### config.mk
export PLATFORM = sky130hd
export DESIGN_NAME = prog_clock_divider
export DESIGN_NICKNAME = d
export VERILOG_FILES = /design/src/rtl/clkdiv_pkg.sv /design/src/rtl/pow2_tap_counter.sv /design/src/rtl/prog_clock_divider.sv
export SDC_FILE = /design/constraint.sdc
export NUM_CORES = 1
export LEC_CHECK = 0
export CAP_MARGIN = 40
export CORE_ASPECT_RATIO = 0.7
export CORE_MARGIN = 3
export CORE_UTILIZATION = 40
export CTS_BUF_LIST = sky130_fd_sc_hd__clkbuf_2
export DETAILED_ROUTE_END_ITERATION = 16
export PLACE_DENSITY = 0.65
export SYNTH_ARGS = -nofsm -noshare
export SYNTH_HDL_FRONTEND = slang
export SYNTH_SLANG_ARGS = --single-unit
### constraint.sdc
create_clock -name clk -period 10.29 [get_ports clk]
set_input_delay 1.029 -clock clk [delete_from_list [all_inputs] [get_ports clk]]
set_output_delay 1.029 -clock clk [all_outputs]
set_load 0.01 [all_outputs]
### src/rtl/clkdiv_pkg.sv
// Shared constants and helpers for the programmable clock divider.
package clkdiv_pkg;

    // Smallest divisor that still produces a toggling output.
    localparam int DIV_MIN = 2;

    // Length of the high phase for a period of d cycles; odd d gets the extra cycle high.
    // Evaluated in 32 bits so the largest DIV_W-bit divisor never overflows.
    function automatic logic [31:0] hi_len(input logic [31:0] d);
        return (d + 32'd1) >> 1;
    endfunction

    // True when a reset divisor is usable for a given counter width.
    function automatic bit def_div_ok(input int def_div, input int div_w);
        return (def_div >= DIV_MIN) && (def_div <= (1 << div_w) - 1);
    endfunction

endpackage

### src/rtl/pow2_tap_counter.sv
// Free-running binary counter whose bits are the legacy power-of-two divided outputs.
module pow2_tap_counter #(
    parameter int NUM_TAPS = 5
) (
    input  logic                clk,
    input  logic                rst,
    input  logic                en,
    output logic [NUM_TAPS-1:0] taps
);

    logic [NUM_TAPS-1:0] r_tap_cnt;

    // Count enabled cycles; bit i toggles every 2^i enabled cycles, dividing by 2^(i+1).
    always_ff @(posedge clk or negedge rst) begin
        if (!rst) begin
            r_tap_cnt <= '0;
        end else if (en) begin
            r_tap_cnt <= r_tap_cnt + NUM_TAPS'(1);
        end
    end

    assign taps = r_tap_cnt;

endmodule

### src/rtl/prog_clock_divider.sv
// Programmable integer clock divider with glitch-free ratio changes at period boundaries.
//
// Load handshake: div_load is a single-cycle strobe qualifying div_val; there is no
// ready, every strobe is consumed on the cycle it is seen. Values >= DIV_MIN are
// parked in the pending register and applied on the next enabled wrap; smaller
// values are dropped and flagged by a one-cycle load_err pulse.
module prog_clock_divider
    import clkdiv_pkg::*;
#(
    parameter int DIV_W    = 8,
    parameter int DEF_DIV  = 2,
    parameter int NUM_TAPS = 5
) (
    input  logic                clk,
    input  logic                rst,
    input  logic                en,
    input  logic [DIV_W-1:0]    div_val,
    input  logic                div_load,
    output logic                clk_out,
    output logic                tick,
    output logic                load_pend,
    output logic                load_err,
    output logic [NUM_TAPS-1:0] taps
);

    // Elaboration-time guard on the parameter set.
    if (!def_div_ok(DEF_DIV, DIV_W) || DIV_W > 30) begin : g_bad_params
        $error("prog_clock_divider: DEF_DIV must be 2..2^DIV_W-1 and DIV_W <= 30");
    end

    logic [DIV_W-1:0] r_cnt;
    logic [DIV_W-1:0] r_div_q;
    logic [DIV_W-1:0] r_pend_q;
    logic             r_load_pend;
    logic             r_load_err;
    logic             r_clk_out;
    logic             r_tick;

    logic             w_wrap;
    logic [DIV_W-1:0] w_cnt_next;
    logic [DIV_W-1:0] w_div_next;
    logic             w_clk_next;
    logic             w_load_ok;

    // Next-period arithmetic; a wrap with a pending value switches to the new divisor,
    // and the high-phase test uses the divisor of the period cnt_next belongs to.
    always_comb begin
        w_wrap     = (r_cnt == r_div_q - DIV_W'(1));
        w_cnt_next = w_wrap ? '0 : r_cnt + DIV_W'(1);
        w_div_next = (w_wrap && r_load_pend) ? r_pend_q : r_div_q;
        w_clk_next = (32'(w_cnt_next) < hi_len(32'(w_div_next)));
        w_load_ok  = (div_val >= DIV_W'(DIV_MIN));
    end

    // Period counter, divisor, pending load and registered outputs.
    always_ff @(posedge clk or negedge rst) begin
        if (!rst) begin
            r_cnt       <= DIV_W'(DEF_DIV - 1);
            r_div_q     <= DIV_W'(DEF_DIV);
            r_pend_q    <= '0;
            r_load_pend <= 1'b0;
            r_load_err  <= 1'b0;
            r_clk_out   <= 1'b0;
            r_tick      <= 1'b0;
        end else begin
            r_load_err <= 1'b0;
            r_tick     <= 1'b0;
            if (en) begin
                r_cnt     <= w_cnt_next;
                r_div_q   <= w_div_next;
                r_clk_out <= w_clk_next;
                r_tick    <= (w_cnt_next == '0);
                if (w_wrap) begin
                    r_load_pend <= 1'b0;
                end
            end
            // A load on a wrap cycle overrides the clear above, so it waits for the next wrap.
            if (div_load) begin
                if (w_load_ok) begin
                    r_pend_q    <= div_val;
                    r_load_pend <= 1'b1;
                end else begin
                    r_load_err  <= 1'b1;
                end
            end
        end
    end

    pow2_tap_counter #(
        .NUM_TAPS (NUM_TAPS)
    ) u_taps (
        .clk  (clk),
        .rst  (rst),
        .en   (en),
        .taps (taps)
    );

    assign clk_out   = r_clk_out;
    assign tick      = r_tick;
    assign load_pend = r_load_pend;
    assign load_err  = r_load_err;

endmodule

==> run_results.csv <==
group,metric,value,unit
pwr,peakVddDrop,0.000108,V
timing,rsz0062_at_grt,"no",
pwr,intPower,333,uW
timing,fmaxAchievable,216,MHz
min_path,hp-class,"flop to flop",
die,initial_core_util,43.1,%
global_routing,grt-ovfl-total,0,
logic_synthesis,synth_area_leaders,"dfrtp_1, xnor2_1, ha_1",
logic_synthesis,syn_inst,271,
timing,setup_viol,0,
timing,setup_tns,0,ns
die,row_count,22,
worst_setup_path,cp.required,10.59,ns
layout,antenna_cells,0,
pwr,clockPowerShare,10.3,%
clock_tree,cts_resized,0,
clock_tree,cts_sinks,33,
clock_tree,cts_max_level,2,
layout,area.growth.synth_to_final,11.2,%
die,die_x,97.9,um
timing,max_slew_margin,42.5,%
clock_tree,clock_path_buffers,2,
logic_synthesis,synth_warnings,0,
worst_setup_path,critical_path_class,"flop to flop",
pwr,pwr-share-comb,53.0,%
flow_run,max-cap-violations,0,
die,fp.dieH,70.3,um
die,die-area,6880,sq um
pwr,p_leak,1.11,nW
clock_tree,cts_buffers,5,
place,dp.final_hpwl,3990,um
logic_synthesis,synth_cell_type_count,41,
layout,nets,303,
drt,drc,0,
die,core-area,5480,sq um
clock_tree,tritoncts,"done",
timing,slew_viol_final,0,
layout,final_area,2630,sq um
layout,mostFrequentLayoutCells,"nand2_1, dfrtp_1, xnor2_1",
place,port_buffers,20,
worst_setup_path,end_kind,"flop",
die,io_pins,21,
clock_tree,clkTransAtPathRegs,0.17,ns
logic_synthesis,synth.avg_cell_area,8.72,sq um
timing,worst_pin_slew,0.859,ns
layout,final_common_cell,"nand2_1",
logic_synthesis,ys_seq_elements,33,
global_routing,antenna_found_initial,0,
layout,fin_util,48.0,%
place,dp_slack,5.68,ns
worst_setup_path,cp-start-kind,"flop",
timing,fin_ws,5.66,ns
clock_tree,postCtsSetupRepairBufs,0,
drt,drt_pre_antenna_iters,4,
drt,drtAntennaViolNets,0,
drt,routed_wl,5350,um
global_routing,grt_max_degree,34,
global_routing,grt_pass1_vias,1771,
drt,drt_iter0_markers,92,
logic_synthesis,syn_nets,294,
status,status,"finished clean",
worst_setup_path,arrival,4.93,ns
logic_synthesis,synth_top_area_cell,"dfrtp_1",
pwr,total_power,605,uW
place,gp_congestion,0.851,
clock_tree,cts_hold_buf,0,
worst_setup_path,reg2regPathDepth,18,
timing,hold_violations,0,
place,place_area,2590,sq um
global_routing,grt_pass1_wl,9000,um
clock_tree,cts_root_buf,"clkbuf_2",
timing,period_share,45.0,%
min_path,min_path_cells,1,
logic_synthesis,netlist_area,2360,sq um
logic_synthesis,synth_top_area_share,32.8,%
drt,viasPerCell,5.42,
drt,vias,1915,
pwr,pwr-share-seq,36.6,%
logic_synthesis,yosysSeqAreaShare,35.1,%
pwr,pwr_density_cell,230,nW/um^2
timing,skew,0.0300,ns
timing,final.min_clock_period,4.63,ns
pwr,netSwitchingPower,272,uW
worst_setup_path,crit_fanout,9,
layout,drive_gt1_share,8.90,%
drt,wire_per_inst,15.2,um
clock_tree,clkLatencyLatePin,0.40,ns
pwr,p_sw_share,45.0,%
global_routing,grt_usage,16.4,%
-- worst max-delay path, stage by stage, from the launching register on --
cell and delay, ns:
dfstp_2 0.63, inv_1 0.06, ha_1 0.28, nand2b_1 0.18, a21oi_1 0.13, o31ai_1 0.10
or4_1 0.63, nor2_2 0.43, mux2_2 0.25, ha_1 0.30, nand2_1 0.09, nor2_1 0.16
nand3_1 0.10, mux2_2 0.28, ha_1 0.28, nand4_1 0.09, a211oi_1 0.27, nand3b_1 0.11
o21a_1 0.18
-- path summary, 6_finish.rpt --
path / from / endpoint / slack [ns]
hold / removal: u_taps.taps[4]$_DFFE_PN0P_ / u_taps.taps[4]$_DFFE_PN0P_ / 0.48
setup / recovery: r_div_q[1]$_DFFE_PN1P_ / clk_out$_DFFE_PN0P_ / 5.66
min in group asynchronous: rst / r_cnt[6]$_DFFE_PN0P_ / 1.00
setup reg to reg: r_div_q[1]$_DFFE_PN1P_ / clk_out$_DFFE_PN0P_ / 5.66
hold reg to reg: u_taps.taps[4]$_DFFE_PN0P_ / u_taps.taps[4]$_DFFE_PN0P_ / 0.48
max in group asynchronous: rst / r_div_q[1]$_DFFE_PN1P_ / 8.91
-- area by class of cell --
type                       instances  area (sq um)
sequential                        33           828
clock inverter                     2          10.0
fill                             531          2850
multi-input combinational        205          1410
timing repair buffer              22           215
clock buffer                       6          30.0
inverter                          13          48.8
tap                               72          90.1
-- synthesized netlist by cell type, drive strengths merged --
cell,instances
nand2,35
dfrtp,31
xnor2,22
nor2,18
clkbuf,16
nand3,14
inv,13
mux2,13
ha,11
nor2b,8
xor2,8
o21ai,7
a21oi,6
mux2i,6
nand4,6
o31ai,6
and3,5
buf,4
nor3,4
nor4,4
a31oi,3
nand2b,3
o211ai,3
o22ai,3
or4,3
a211oi,2
dfstp,2
nand3b,2
nor4b,2
o21a,2
o21bai,2
o221ai,2
a22o,1
and2,1
nor3b,1
or2,1
or4b,1
-- registers in the layout (all words and copies together), names as in the netlist --
signal,flops
load_pend,1
load_err,1
r_pend_q,8
r_div_q,8
r_cnt,8
tick,1
u_taps.taps,5
clk_out,1
-- routing by layer --
| layer | global-route usage [%] | wire (um) |
|---|---|---|
| met5 | 0 | 0 |
| met4 | 6.14 | 81 |
| met3 | 3.49 | 261 |
| met2 | 20.9 | 2160 |
| met1 | 26.1 | 2840 |
-- cell families (layout without fill, tap and decap cells) --
kind of cell	Yosys count	after routing	synth area share, %
AND/OR/NAND/NOR	108	108	23.6
AO/OA/AOI/OAI	37	37	10.2
flip-flops	33	33	35.1
buffers and inverters	33	43	5.46
XOR/XNOR	30	30	11.1
multiplexers	19	19	8.74
adder cells (fa/ha/maj)	11	11	5.83
-- through the flow --
step	std cells	hold WS, ns
after floorplan	271	0.479
after global placement	345	0.465
after detailed placement	345	0.469
after CTS	353	0.490
after global routing	353	0.510
final	353	0.481
-- power groups by stage --
stage / Clock [mW] / Combinational (mW) / Sequential (mW)
3_5_place_dp: 0 / 0.318 / 0.223
4_1_cts: 0.0647 / 0.321 / 0.221
2_1_floorplan: 0 / 0.253 / 0.194
5_1_grt: 0.0700 / 0.362 / 0.230
3_3_place_gp: 0 / 0.311 / 0.223
6_report: 0.0626 / 0.321 / 0.221
Power figures use the tool's default switching activity.
